## config.mk

```make
export PLATFORM = sky130hd
export DESIGN_NAME = bus_select_arb
export DESIGN_NICKNAME = d
export VERILOG_FILES = /design/src/rtl/cpu_bus_pkg.sv /design/src/rtl/rr_pick.sv /design/src/rtl/bus_select_arb.sv
export SDC_FILE = /design/constraint.sdc
export NUM_CORES = 1
export LEC_CHECK = 0
export CAP_MARGIN = 20
export CORE_MARGIN = 4
export CORE_UTILIZATION = 38
export CTS_CLUSTER_DIAMETER = 60
export DETAILED_ROUTE_END_ITERATION = 12
export GPL_TIMING_DRIVEN = 1
export PLACE_DENSITY = 0.95
export SLEW_MARGIN = 10
export SYNTH_ARGS = -nofsm -noshare
export SYNTH_HDL_FRONTEND = slang
export SYNTH_SLANG_ARGS = --single-unit
```

## constraint.sdc

```tcl
create_clock -name clock -period 9.5 [get_ports clock]
set_clock_uncertainty 0.2 [all_clocks]
set_input_delay 2.85 -clock clock [delete_from_list [all_inputs] [get_ports clock]]
set_output_delay 2.85 -clock clock [all_outputs]
set_load 0.03 [all_outputs]
```

## src/rtl/cpu_bus_pkg.sv

```systemverilog
// Shared definitions for the datapath bus blocks: select-mode encodings and the
// default bus width.
package cpu_bus_pkg;

    localparam logic MODE_DIRECT = 1'b0;
    localparam logic MODE_RR     = 1'b1;

    localparam int unsigned BUS_WIDTH = 10;

endpackage

```

## src/rtl/rr_pick.sv

```systemverilog
// Round-robin picker: first asserted request at or after ptr, wrapping mod N.
// Purely combinational.
module rr_pick #(
    parameter int unsigned N = 4
) (
    input  logic [N-1:0]         req,
    input  logic [$clog2(N)-1:0] ptr,
    output logic [$clog2(N)-1:0] gnt_idx,
    output logic                 gnt_any
);

    localparam int unsigned SELW = $clog2(N);

    logic [SELW-1:0] cand;

    always_comb begin
        gnt_any = 1'b0;
        gnt_idx = '0;
        cand    = '0;
        for (int unsigned i = 0; i < N; i++) begin
            // The modulo keeps the candidate in range even when N is not a power of two.
            cand = SELW'((32'(ptr) + i) % N);
            if (!gnt_any && req[cand]) begin
                gnt_any = 1'b1;
                gnt_idx = cand;
            end
        end
    end

endmodule

```

## src/rtl/bus_select_arb.sv

```systemverilog
// N:1 source-bus selector with a one-entry registered output. Sources are chosen
// either by an explicit index or by a round-robin arbiter.
module bus_select_arb
    import cpu_bus_pkg::*;
#(
    parameter int unsigned WIDTH = BUS_WIDTH,
    parameter int unsigned N     = 4
) (
    input  logic                 clock,
    input  logic                 reset,
    input  logic [N*WIDTH-1:0]   in_data,
    input  logic [N-1:0]         in_valid,
    output logic [N-1:0]         in_ready,
    input  logic                 mode,
    input  logic [$clog2(N)-1:0] sel,
    output logic [WIDTH-1:0]     out_data,
    output logic                 out_valid,
    input  logic                 out_ready,
    output logic [$clog2(N)-1:0] out_src
);

    localparam int unsigned SELW = $clog2(N);

    logic [SELW-1:0]  ptr_q, ptr_d;
    logic [WIDTH-1:0] data_q, data_d;
    logic [SELW-1:0]  src_q, src_d;
    logic             valid_q, valid_d;

    logic [SELW-1:0]  rr_idx;
    logic             rr_any;
    logic             dir_any;
    logic [SELW-1:0]  g_idx;
    logic             g_any;
    logic             load;
    logic             xfer;

    rr_pick #(
        .N (N)
    ) u_rr_pick (
        .req     (in_valid),
        .ptr     (ptr_q),
        .gnt_idx (rr_idx),
        .gnt_any (rr_any)
    );

    always_comb begin
        dir_any = 1'b0;
        // sel may exceed N-1 when N is not a power of two; such a select grants nothing.
        if (32'(sel) < N) begin
            dir_any = in_valid[sel];
        end
        g_idx = (mode == MODE_RR) ? rr_idx : sel;
        g_any = (mode == MODE_RR) ? rr_any : dir_any;
        load  = ~valid_q | out_ready;
        xfer  = load & g_any & ~reset;
    end

    always_comb begin
        in_ready = '0;
        if (xfer) begin
            in_ready[g_idx] = 1'b1;
        end
    end

    always_comb begin
        ptr_d   = ptr_q;
        data_d  = data_q;
        src_d   = src_q;
        valid_d = valid_q;
        if (xfer) begin
            data_d  = in_data[32'(g_idx) * WIDTH +: WIDTH];
            src_d   = g_idx;
            valid_d = 1'b1;
            if (mode == MODE_RR) begin
                ptr_d = (g_idx == SELW'(N - 1)) ? '0 : g_idx + SELW'(1);
            end
        end else if (load) begin
            valid_d = 1'b0;
        end
    end

    always_ff @(posedge clock) begin
        if (reset) begin
            ptr_q   <= '0;
            data_q  <= '0;
            src_q   <= '0;
            valid_q <= 1'b0;
        end else begin
            ptr_q   <= ptr_d;
            data_q  <= data_d;
            src_q   <= src_d;
            valid_q <= valid_d;
        end
    end

    assign out_data  = data_q;
    assign out_valid = valid_q;
    assign out_src   = src_q;

endmodule

```

Word-level counts from Yosys, hierarchy flattened
Index checks and enable logic that the tools add are counted.

storage, ports and cells
  register bits = 15
  input bits = 50
  output and inout bits = 17
  word-level logic and storage cells = 58

operators by class
  add/sub/neg operators = 4
  $mul = 1
  $lt $le $gt $ge = 7
  equal/unequal tests = 1
  shift operators = 1
  mux-type cells = 26
  bitwise gates (word level) = 5
  reductions and logical operators = 9

operators with widths
  kind                                                                count
  indexed part select 40 x 7 -> 10 bit                                1
  less-than comparator 2 x 3 -> 1 bit (second input constant)         6
  two-way mux 1 bit                                                   13
  two-way mux 2 bit                                                   6
  binary-select mux 1 bit (select 2 bit)                              5
  multiplier 2 x 3 -> 5 bit (second input constant)                   1
  adder 2 x 1 -> 2 bit (second input constant)                        2
  adder 2 bit (second input constant)                                 2
  logical AND 1 bit                                                   4
  two-way mux 4 bit                                                   1
  zero test 1 bit                                                     3
  AND 1 bit                                                           2
  demux 1 bit (select 2 bit)                                          1
  equality test 2 bit (second input constant)                         1
  greater-or-equal comparator 2 x 1 -> 1 bit (second input constant)  1
  NOT 1 bit                                                           2
  AND reduction 2 bit                                                 1
  nonzero test 2 bit                                                  1
  OR 1 bit                                                            1

Longest topological paths before layout
Gate-level depths: netlist of the first run.

  depth in word-level cells = 18
  depth in mapped cells = 8
  mapped depth without buffers = 7

By module
Synthesis of the first run repeated with hierarchy kept, for this count alone.

unflattened totals
  cells, all modules = 133
  area total of the unflattened synthesis = 1222.4 µm²

modules (own cells, without submodules)
  module          instances  cells each  area each (µm²)  seq. area each (µm²)
  bus_select_arb  1          118         1144.8           300.3
  rr_pick         1          15          77.6             0.0

Worst setup path after synthesis of the first run
No wires, ideal clock.

  path type = input to output
  start point = input mode
  end point = output in_ready[2]
  data arrival time = 4.384 ns
  data required time = 6.450 ns
  path slack = 2.066 ns
  cell stages on the path = 5
  path buffers = 2
  cell sequence = clkbuf_1 -> o21ai_0 -> o221ai_2 -> buf_2 -> nor2b_1

on the way
  longest elaborated chain between the ends = 6
  elaborated cells between the ends (all ways) = 10
  classes of those cells = 2 x order compare; 5 x mux; 2 x bitwise; 1 x reduce/logical

ends and longest elaborated chain
  item                                                                                                                            RTL line              source
  start: declaration                                                                                                              bus_select_arb.sv:14  input logic mode,
  two-way mux 2 bit                                                                                                               bus_select_arb.sv:52  g_idx = (mode == MODE_RR) ? rr_idx : sel;
  less-than comparator 2 x 3 -> 1 bit (implied by the code) / greater-or-equal comparator 2 x 1 -> 1 bit (equally long branches)  bus_select_arb.sv:61  in_ready[g_idx] = 1'b1;
  logical AND 1 bit (implied by the code)                                                                                         bus_select_arb.sv:61
  two-way mux 1 bit (implied by the code)                                                                                         bus_select_arb.sv:61
  demux 1 bit (select 2 bit)                                                                                                      bus_select_arb.sv:61
  two-way mux 4 bit *                                                                                                             bus_select_arb.sv:60  if (xfer) begin
  end: declaration                                                                                                                bus_select_arb.sv:13  output logic [N-1:0] in_ready,

Mark *: on every way between the ends. The rest lies on a longest branch, timed or not.

Worst setup path in the final report of the first run
  start point = input in_valid[2]
  end point = output in_ready[0]

on the way
  longest elaborated chain between the ends = 18
  elaborated cells between the ends (all ways) = 34
  classes of those cells = 2 x order compare; 23 x mux; 2 x bitwise; 7 x reduce/logical

ends and longest elaborated chain
  item                                                                                                                            RTL line              source
  start: declaration                                                                                                              bus_select_arb.sv:12  input logic [N-1:0] in_valid,
  binary-select mux 1 bit (select 2 bit)                                                                                          rr_pick.sv:23         if (!gnt_any && req[cand]) begin
  two-way mux 1 bit (implied by the code)                                                                                         rr_pick.sv:23
  two-way mux 1 bit                                                                                                               rr_pick.sv:23
  zero test 1 bit                                                                                                                 rr_pick.sv:23
  logical AND 1 bit                                                                                                               rr_pick.sv:23
  two-way mux 1 bit                                                                                                               rr_pick.sv:23
  zero test 1 bit                                                                                                                 rr_pick.sv:23
  logical AND 1 bit                                                                                                               rr_pick.sv:23
  [2 not listed]                                                                                                                  -
  logical AND 1 bit                                                                                                               rr_pick.sv:23
  two-way mux 2 bit                                                                                                               rr_pick.sv:23
  two-way mux 2 bit                                                                                                               bus_select_arb.sv:52
  less-than comparator 2 x 3 -> 1 bit (implied by the code) / greater-or-equal comparator 2 x 1 -> 1 bit (equally long branches)  bus_select_arb.sv:61
  logical AND 1 bit (implied by the code)                                                                                         bus_select_arb.sv:61
  two-way mux 1 bit (implied by the code)                                                                                         bus_select_arb.sv:61
  demux 1 bit (select 2 bit)                                                                                                      bus_select_arb.sv:61
  two-way mux 4 bit *                                                                                                             bus_select_arb.sv:60

Mark *: on every way between the ends. The rest lies on a longest branch, timed or not. The select of a mux whose other input is x is not followed.

==> results.py, run 1 <==
metrics = {
    "hold_path": {
        "hp-class": "reg2reg",
        "holdPathStages": 2,
        "hp-start": "out_data[3]$_SDFFE_PP0P_",
    },
    "place": {
        "hpwl_microns": 2500,
        "portBuffers": 66,
        "place.gp.congestion": 0.868,
        "dp_cells": 200,
    },
    "routing": {
        "vias_per_cell": 5.45,
        "routed_wl_microns": 3060,
        "antenna_left": 0,
        "remaining_drc_errors": 0,
        "num_vias": 1111,
        "wire_per_inst_microns": 15.0,
        "drt-pass1-iter-count": 4,
        "drt_iter0_drc": 38,
    },
    "clocking": {
        "cts_tree": "done",
        "clkTransAtPathRegs_ns": 0.08,
        "cts_made_buffers": 3,
        "clk_path_buf_depth": 2,
        "insertion_delay_ns": 0.28,
        "cts_root_buffer": "clkbuf_4",
        "clock_sinks": 15,
        "cts_hold_buf": 0,
        "cts_setup_buffers": 0,
        "htreeDepth": 1,
        "cts_resized": 0,
    },
    "timing": {
        "finalSetupTns_ns": 0,
        "slew_viol_final": 0,
        "worst_slew_pin_slew_ns": 0.822,
        "fin_crit_sh_pct": 90.5,
        "max_slew_margin_pct": 45.2,
        "setup_viol": 0,
        "min_period_ns": 8.60,
        "whs_ns": 0.298,
        "fmax_mhz": 116,
        "final_hold_viol_count": 0,
        "rsz0062_at_grt": "false",
    },
    "layout": {
        "n_antenna_cell": 0,
        "final_layout_size_suffix_gt1_share_pct": 5.75,
        "final.fill_count": 194,
        "syn2layout_area_growth_pct": 67.1,
        "fin_nets": 226,
        "stdcell_count": 204,
    },
    "critical_path": {
        "cp-startpoint": "in_valid[2]",
        "required_ns": 6.45,
        "setup.worst_path.class": "in2out",
        "endpoint_kind": "primary output",
        "worst_setup_path_start_kind": "input pin",
        "crit_path_max_fanout": 12,
        "r2r_start": "ptr_q[1]$_SDFFE_PP0P_",
        "reg2reg_depth": 6,
        "worst_ep_arrival_time_ns": 5.55,
    },
    "global_route": {
        "grt.total_usage_pct": 18.2,
        "grt_pass1_wl_microns": 4830,
        "gr-total-overflow": 0,
        "grt_max_degree": 15,
        "grt_pass1_vias": 1145,
        "antenna_found_initial": 0,
    },
    "synthesis": {
        "synthTopCellsByCount": "20 x mux2i_1, 15 x dfxtp_1, 10 x nor2_1, 9 x a2bb2oi_1, 9 x o21ai_1",
        "netlist.area_leader.share_pct": 29.8,
        "yosys_warnings": 0,
        "synth_edf_count": 0,
        "synth.most_common_cell": "mux2i_1",
        "synth_ff_type": "dfxtp_1",
        "avgSynthCellArea_sq_um": 9.16,
        "netlist_area_sq_mm": 0.00101,
        "synthArstFlopShare_pct": 0,
        "synth_seq_cells": 15,
        "synthTopCellsByArea": "dfxtp_1 30%, mux2i_1 20%, a2bb2oi_1 7.8%",
        "yosysTopAreaCell": "dfxtp_1",
        "syn_inst": 110,
        "ys_seq_area_share_pct": 29.8,
        "synth.distinct_cells": 35,
        "syn_nets": 161,
    },
    "power_and_ir_drop": {
        "power_density_mw_per_mm2": 124,
        "leakage_nw": 0.658,
        "finalPower_mw": 0.209,
        "vdd.ir_drop.worst_mv": 0.0793,
    },
    "die": {
        "row_count": 18,
        "io_pins": 67,
        "dieArea_sq_mm": 0.00354,
        "die_h_microns": 59.5,
        "coreArea_sq_mm": 0.00250,
        "start_util_pct": 40.3,
        "chipWidth_microns": 59.5,
    },
    "run": {
        "cap_violations": 0,
    },
    "outcome": {
        "outcome": "completed",
    },
}
path summary, 6_finish.rpt:
path	end	slack, ns
worst max-delay path	in_ready[0]	0.90
worst min-delay path	out_data[3]$_SDFFE_PP0P_	0.30
worst max register to register	out_data[9]$_SDFFE_PP0P_	6.78
worst min register to register	out_data[3]$_SDFFE_PP0P_	0.30
critical path, stage by stage:
cell and delay, ns:
clkdlybuf4s50_1 0.60, mux4_2 0.28, nor2_1 0.04, and3b_1 0.41, nand3_1 0.42, nor2_1 0.23, clkdlybuf4s50_1 0.70
where the power goes:
part	internal, mW	switching [mW]	total (mW)	leakage [nW]
Combinational	0.0503	0.0453	0.0956	0.519
Sequential	0.0713	0.00559	0.0769	0.124
Clock	0.0163	0.0200	0.0364	0.0150
per-stage QoR:
stage	area, sq um	utilization, %	setup slack [ns]
floorplan	1010	-	2.07
global placement	1660	66.3	1.02
detailed placement	1660	66.3	0.936
CTS	1680	67.3	0.927
global route	1680	67.3	0.723
finish	1680	67.3	0.904
layout make-up:
type / instances / area [sq um] / share of cell area [%]
multi-input combinational: 83 / 632 / 37.5
clock buffer: 4 / 26.3 / 1.56
timing repair buffer: 67 / 668 / 39.7
sequential: 15 / 300 / 17.8
inverter: 5 / 18.8 / 1.12
tap: 30 / 37.5 / 2.23
cell families after synthesis:
kind of cell / after synthesis / share of synthesized area (%)
compound gates: 33 / 24.3
simple gates: 27 / 13.9
mux: 22 / 23.2
flops: 15 / 29.8
buf+inv: 12 / 7.45
fa+ha+maj: 1 / 1.24
placed cells by master (no fill, tap or decap), drive strengths merged:
cell,synthesis,layout
a22oi,1,1
o221ai,1,1
and2,1,1
clkdlybuf4s50,0,66
dfxtp,15,15
nor4b,1,1
nand3,3,3
inv,5,5
a211oi,1,1
o211ai,2,2
nand2b,1,1
a221oi,1,1
mux2i,20,20
nor3,1,1
nand2,3,3
and4b,1,1
o21ai,11,11
clkbuf,1,4
a2bb2oi,9,9
a221o,1,1
a21bo,1,1
or2,1,1
nor2b,3,3
a21boi,1,1
buf,6,1
nor2,11,11
mux4,1,1
a21oi,3,3
o2111ai,1,1
mux2,1,1
ha,1,1
and3b,1,1
flip-flops by register name, summed over array words and instances (netlist names):
register	cells
out_data	10
out_src	2
out_valid	1
ptr_q	2
routing by layer:
layer	GRT usage (%)	vias up	share of wire (%)	routed length (microns)
li1	-	539	-	-
met1	19.6	502	39	1200
met2	28.5	63	45	1380
met3	9.37	7	14	418
met4	9.71	0	2.1	64
met5	0	-	0	0
Power figures use the tool's default switching activity.
==> run 2: changes to the inputs <==
--- a/config.mk
+++ b/config.mk
@@ -7,11 +7,13 @@
 export LEC_CHECK = 0
 export CAP_MARGIN = 20
 export CORE_MARGIN = 4
-export CORE_UTILIZATION = 38
+export CORE_UTILIZATION = 35
 export CTS_CLUSTER_DIAMETER = 60
+export CTS_CLUSTER_SIZE = 30
 export DETAILED_ROUTE_END_ITERATION = 12
 export GPL_TIMING_DRIVEN = 1
-export PLACE_DENSITY = 0.95
+export PLACE_DENSITY = 0.89
+export SETUP_SLACK_MARGIN = 0.2
 export SLEW_MARGIN = 10
 export SYNTH_ARGS = -nofsm -noshare
 export SYNTH_HDL_FRONTEND = slang
==> constraint.sdc (replaced) <==
create_clock -name clock -period 8.6 [get_ports clock]
set_clock_uncertainty 0.2 [all_clocks]
set_input_delay 2.58 -clock clock [delete_from_list [all_inputs] [get_ports clock]]
set_output_delay 2.58 -clock clock [all_outputs]
set_load 0.03 [all_outputs]
==> run 2 against run 1 <==
Against the previous run: utilization fell by 5.9 points; non-clock buffer count rose by 1; register-to-register slack got worse by 0.80 ns; die area rose by 7.4%; global-route usage fell by 2.5 points; count of clock-buffer cells in the layout fell by 1; worst hold slack got worse by 0.0037 ns; sequential power rose by 9.9%; sequential cell count did not move.
==> results.py, run 2 (same netlist as run 1, synthesis figures left out) <==
metrics = {
    "outcome": {
        "outcome": "completed",
    },
    "layout": {
        "multi_input_area_sq_um": 632,
        "final.fill_count": 258,
        "layout_commonest_cell": "clkdlybuf4s50_1",
        "final_layout_size_suffix_gt1_share_pct": 6.86,
        "fin_nets": 227,
        "syn2layout_area_growth_pct": 68.1,
        "largest_reg_flops": 10,
        "n_antenna_cell": 0,
        "stdcell_count": 206,
        "regArea_sq_um": 300,
        "layout_common_cells": "66 x clkdlybuf4s50_1, 20 x mux2i_1, 15 x dfxtp_1, 10 x nor2_1",
    },
    "place": {
        "portBuffers": 66,
        "dp_cells": 202,
        "hpwl_microns": 2460,
        "place.gp.congestion": 0.780,
    },
    "power_and_ir_drop": {
        "leakage_nw": 0.665,
        "netSwitchingFraction_pct": 33.6,
        "pwr-share-comb_pct": 46.1,
        "power_switching_mw": 0.0772,
        "seq_power_share_pct": 36.8,
        "power_density_mw_per_mm2": 136,
        "vdd.ir_drop.worst_mv": 0.112,
        "intPower_mw": 0.152,
        "p_clk_share_pct": 17.1,
    },
    "critical_path": {
        "worst_ep_arrival_time_ns": 5.39,
        "reg2reg_slack_ns": 5.98,
        "cp_common_cell": "clkdlybuf4s50_1",
        "path_cells": "clkdlybuf4s50_1 > a21boi_0 > o21ai_0 > o221ai_2 > ha_1 > and2_1 > clkdlybuf4s50_1",
        "crit_path_max_fanout": 18,
        "setup.worst_path.class": "in2out",
        "required_ns": 5.82,
        "cp_slowest_cell": "o221ai_2",
        "critPathTopFamily": "buffers and inverters",
        "worst_setup_path_start_kind": "input pin",
        "cp_num_buf_inv": 2,
        "endpoint_kind": "primary output",
        "cpPeakStageDelay_ns": 0.85,
    },
    "routing": {
        "drt_iter0_drc": 80,
        "drt-pass1-iter-count": 4,
        "wire_per_inst_microns": 14.5,
        "vias_per_cell": 5.23,
        "routed_wl_microns": 2990,
        "antenna_left": 0,
        "remaining_drc_errors": 0,
        "num_vias": 1077,
    },
    "clocking": {
        "clock_sinks": 15,
        "cts_hold_buf": 0,
        "cts_made_buffers": 3,
        "clkTransAtPathRegs_ns": 0.09,
        "insertion_delay_ns": 0.27,
        "clk_path_buf_depth": 2,
        "cts_setup_buffers": 0,
        "cts_resized": 0,
        "cts_tree": "done",
        "htreeDepth": 1,
        "cts_root_buffer": "clkbuf_4",
    },
    "global_route": {
        "antenna_found_initial": 0,
        "grt_max_degree": 19,
        "grt_pass1_vias": 1119,
        "grt.total_usage_pct": 15.7,
        "gr-total-overflow": 0,
        "grt_pass1_wl_microns": 4570,
    },
    "run": {
        "cap_violations": 0,
    },
    "timing": {
        "final_hold_viol_count": 0,
        "slew_viol_final": 0,
        "fin_crit_sh_pct": 95.0,
        "finalSetupTns_ns": 0,
        "setup_viol": 0,
        "fmax_mhz": 122,
        "max_slew_margin_pct": 27.8,
        "worst_slew_pin_slew_ns": 1.08,
        "rsz0062_at_grt": "false",
        "min_period_ns": 8.17,
    },
    "die": {
        "dieArea_sq_mm": 0.00380,
        "chipWidth_microns": 61.6,
        "coreArea_sq_mm": 0.00276,
        "row_count": 19,
        "start_util_pct": 36.5,
        "die_h_microns": 61.6,
        "io_pins": 67,
    },
    "hold_path": {
        "hp-class": "reg2reg",
    },
}
## run 2: cell types whose count changed in the layout (fill, tap and decap cells not counted), sizes merged
cell / previous run / this run
buf: 1 / 2
clkbuf: 4 / 3
clkinv: 0 / 1
## run 2: layer usage
| metal | vias up | GRT usage, % | part of all wire, % | wire [microns] |
|---|---|---|---|---|
| li1 | 541 | - | - | - |
| met1 | 487 | 16.0 | 38 | 1130 |
| met2 | 49 | 31.7 | 54 | 1620 |
| met3 | 0 | 4.19 | 8.1 | 243 |
| met4 | 0 | 2.12 | 0 | 0 |
| met5 | - | 0 | 0 | 0 |
## run 2: area by class of cell
cell class / count / area share (%)
timing repair buffer: 68 / 39.9
clock buffer: 3 / 1.33
sequential: 15 / 17.7
multi-input combinational: 83 / 37.3
tap: 31 / 2.29
clock inverter: 1 / 0.296
inverter: 5 / 1.11
## run 2: final timing paths
check	startpoint	end	depth (start not counted)
worst max-delay path	in_valid[2]	in_ready[3]	7
worst min-delay path	out_data[1]$_SDFFE_PP0P_	out_data[1]$_SDFFE_PP0P_	2
worst max register to register	ptr_q[1]$_SDFFE_PP0P_	out_data[5]$_SDFFE_PP0P_	7
worst min register to register	out_data[1]$_SDFFE_PP0P_	out_data[1]$_SDFFE_PP0P_	2
## run 2: worst reg2reg max path: stages (launching register included)
cell and delay (ns):
dfxtp_1 0.38, a21boi_0 0.17, o21ai_0 0.11, o221ai_2 0.85, buf_4 0.34, mux2i_1 0.21, a2bb2oi_1 0.17, o21ai_1 0.09
## run 2: per-stage QoR
stage	util (%)	hold slack (ns)	power, mW	setup slack (ns)	cell area, sq um
3_5_place_dp	60.4	0.276	0.192	0.414	1670
3_3_place_gp	60.4	0.255	0.189	0.528	1670
2_1_floorplan	-	0.295	0.144	1.71	1010
4_1_cts	61.4	0.300	0.231	0.401	1690
6_report	61.4	0.294	0.230	0.427	1690
5_1_grt	61.4	0.316	0.243	0.225	1690
## run 2: power groups by stage
stage                     clock network (mW)  registers (mW)  logic, mW
final                                 0.0392          0.0845      0.106
after CTS                             0.0401          0.0844      0.107
after global routing                  0.0436          0.0856      0.114
after floorplan                            0           0.102     0.0421
after detailed placement                   0          0.0860      0.106
after global placement                     0          0.0854      0.104
==> run 3: changes to the inputs <==
--- a/config.mk
+++ b/config.mk
@@ -6,13 +6,15 @@
 export NUM_CORES = 1
 export LEC_CHECK = 0
 export CAP_MARGIN = 20
+export CELL_PAD_IN_SITES_DETAIL_PLACEMENT = 0
+export CELL_PAD_IN_SITES_GLOBAL_PLACEMENT = 2
 export CORE_MARGIN = 4
-export CORE_UTILIZATION = 35
+export CORE_UTILIZATION = 19
 export CTS_CLUSTER_DIAMETER = 60
 export CTS_CLUSTER_SIZE = 30
 export DETAILED_ROUTE_END_ITERATION = 12
 export GPL_TIMING_DRIVEN = 1
-export PLACE_DENSITY = 0.89
+export PLACE_DENSITY = 0.9
 export SETUP_SLACK_MARGIN = 0.2
 export SLEW_MARGIN = 10
 export SYNTH_ARGS = -nofsm -noshare
==> run 3 against run 2 <==
Against the previous run: first-iteration DRC count shrank 64%; global-route usage shrank 6.2 points; power rose by 8.4%; via count fell by 3.3%; design area up 5.1%; combinational power about the same; fmax is 3.8% higher; largest cell class unchanged; highest routed layer is now met4.
==> results.py, run 3 (same netlist as run 1, synthesis figures left out) <==
metrics = {
    "routing": {
        "drt-pass1-iter-count": 4,
        "routed_wl_microns": 3230,
        "remaining_drc_errors": 0,
        "vias_per_cell": 4.23,
        "num_vias": 1041,
        "drt_iter0_drc": 29,
        "wire_per_inst_microns": 13.1,
        "antenna_left": 0,
    },
    "layout": {
        "largest_reg_flops": 10,
        "n_antenna_cell": 0,
        "layout_commonest_cell": "clkdlybuf4s50_1",
        "final_area_sq_mm": 0.00178,
        "syn2layout_area_growth_pct": 76.6,
        "stdcell_count": 246,
        "final_layout_size_suffix_gt1_share_pct": 7.39,
        "layout_common_cells": "66 x clkdlybuf4s50_1, 20 x mux2i_1, 15 x dfxtp_1, 10 x nor2_1",
        "fin_nets": 228,
        "final.fill_count": 534,
    },
    "global_route": {
        "antenna_found_initial": 0,
        "grt_max_degree": 14,
        "grt_pass1_wl_microns": 4810,
        "grt.total_usage_pct": 9.42,
        "gr-total-overflow": 0,
        "grt_pass1_vias": 990,
    },
    "timing": {
        "fin_crit_sh_pct": 91.6,
        "fin_ws_ns": 0.723,
        "whs_ns": 0.270,
        "fmax_mhz": 127,
        "finalSetupTns_ns": 0,
        "final_hold_viol_count": 0,
        "max_slew_margin_pct": 66.5,
        "worst_slew_pin_slew_ns": 0.501,
        "min_period_ns": 7.88,
        "setup_viol": 0,
        "slew_viol_final": 0,
        "rsz0062_at_grt": "false",
    },
    "place": {
        "dp_cells": 242,
        "portBuffers": 66,
        "post-place-ws_ns": 0.708,
        "placed_cell_area_sq_mm": 0.00173,
        "hpwl_microns": 2540,
        "place.gp.congestion": 0.683,
    },
    "clocking": {
        "cts_setup_buffers": 0,
        "clock_sinks": 15,
        "clkTransAtPathRegs_ns": 0.06,
        "cts_root_buffer": "clkbuf_8",
        "cts_resized": 0,
        "cts_hold_buf": 0,
        "insertion_delay_ns": 0.25,
        "htreeDepth": 1,
        "cts_tree": "done",
        "cts_made_buffers": 3,
        "clk_path_buf_depth": 2,
    },
    "power_and_ir_drop": {
        "leakage_nw": 0.679,
        "vdd.ir_drop.worst_mv": 0.0878,
        "power_density_mw_per_mm2": 140,
    },
    "critical_path": {
        "reg2reg_slack_ns": 6.33,
        "endpoint_kind": "primary output",
        "required_ns": 5.82,
        "cp_slowest_cell": "clkdlybuf4s50_1",
        "worst_setup_path_start_kind": "input pin",
        "crit_path_max_fanout": 9,
        "r2r_start": "ptr_q[1]$_SDFFE_PP0P_",
        "path_cells": "clkdlybuf4s50_1 > mux4_2 > nor2_1 > and3b_1 > nand3_1 > nor2b_1 > clkdlybuf4s50_1",
        "reg2reg_depth": 6,
        "worst_ep_arrival_time_ns": 5.10,
        "rr_endpoint": "out_data[9]$_SDFFE_PP0P_",
        "setup.worst_path.class": "in2out",
        "cp_common_cell": "clkdlybuf4s50_1",
        "cpPeakStageDelay_ns": 0.69,
    },
    "die": {
        "chipWidth_microns": 80.8,
        "row_count": 26,
        "die_h_microns": 80.8,
        "io_pins": 67,
        "coreArea_sq_mm": 0.00511,
        "start_util_pct": 19.7,
        "dieArea_sq_mm": 0.00653,
    },
    "hold_path": {
        "holdPathStages": 2,
        "whs_endpoint": "out_data[1]$_SDFFE_PP0P_",
        "hp-start": "out_data[1]$_SDFFE_PP0P_",
        "hp-class": "reg2reg",
    },
    "outcome": {
        "outcome": "completed",
    },
    "run": {
        "cap_violations": 0,
    },
}
run 3: critical path, delay by kind of cell:
family	cells	cell delay, ns
mux	1	0.29
buf+inv	2	1.29
simple gates	4	0.95
run 3: final cells by class:
class,instances,area [sq um],area share [%]
well taps,70,87.6,4.92
clock inverters,1,5.00,0.281
inverters,5,18.8,1.05
multi-input cells,83,643,36.1
flip-flops and latches,15,300,16.9
repair buffers,69,683,38.4
clock buffers,3,41.3,2.32
run 3: per-stage QoR:
step | util (%) | total power [mW]
2_1_floorplan | - | 0.144
3_3_place_gp | 33.9 | 0.194
5_1_grt | 34.8 | 0.262
6_report | 34.8 | 0.249
3_5_place_dp | 33.9 | 0.194
4_1_cts | 34.8 | 0.253
run 3: power by group:
part,total (mW),internal [mW],switching [mW]
combinational,0.107,0.0570,0.0504
sequential,0.0844,0.0789,0.00550
clock,0.0572,0.0320,0.0252
run 3: worst max-delay path by stage:
stage                     cells past startpoint     endpoint  slack, ns         from
final                                         7  in_ready[2]       0.72  in_valid[2]
after global routing                          7  in_ready[2]       0.48  in_valid[2]
after CTS                                     7  in_ready[2]       0.68  in_valid[2]
after detailed placement                      7  in_ready[2]       0.71  in_valid[2]
after global placement                        7  in_ready[2]       0.73  in_valid[2]
after floorplan                               5  in_ready[2]       1.71         mode
run 3: routing by layer:
layer / track usage (%) / up-vias / part of all wire [%]
met5: 0 / - / 0
met4: 2.03 / 0 / 0.96
met3: 2.11 / 2 / 5.1
met2: 14.8 / 30 / 47
met1: 13.2 / 470 / 47
li1: - / 539 / -
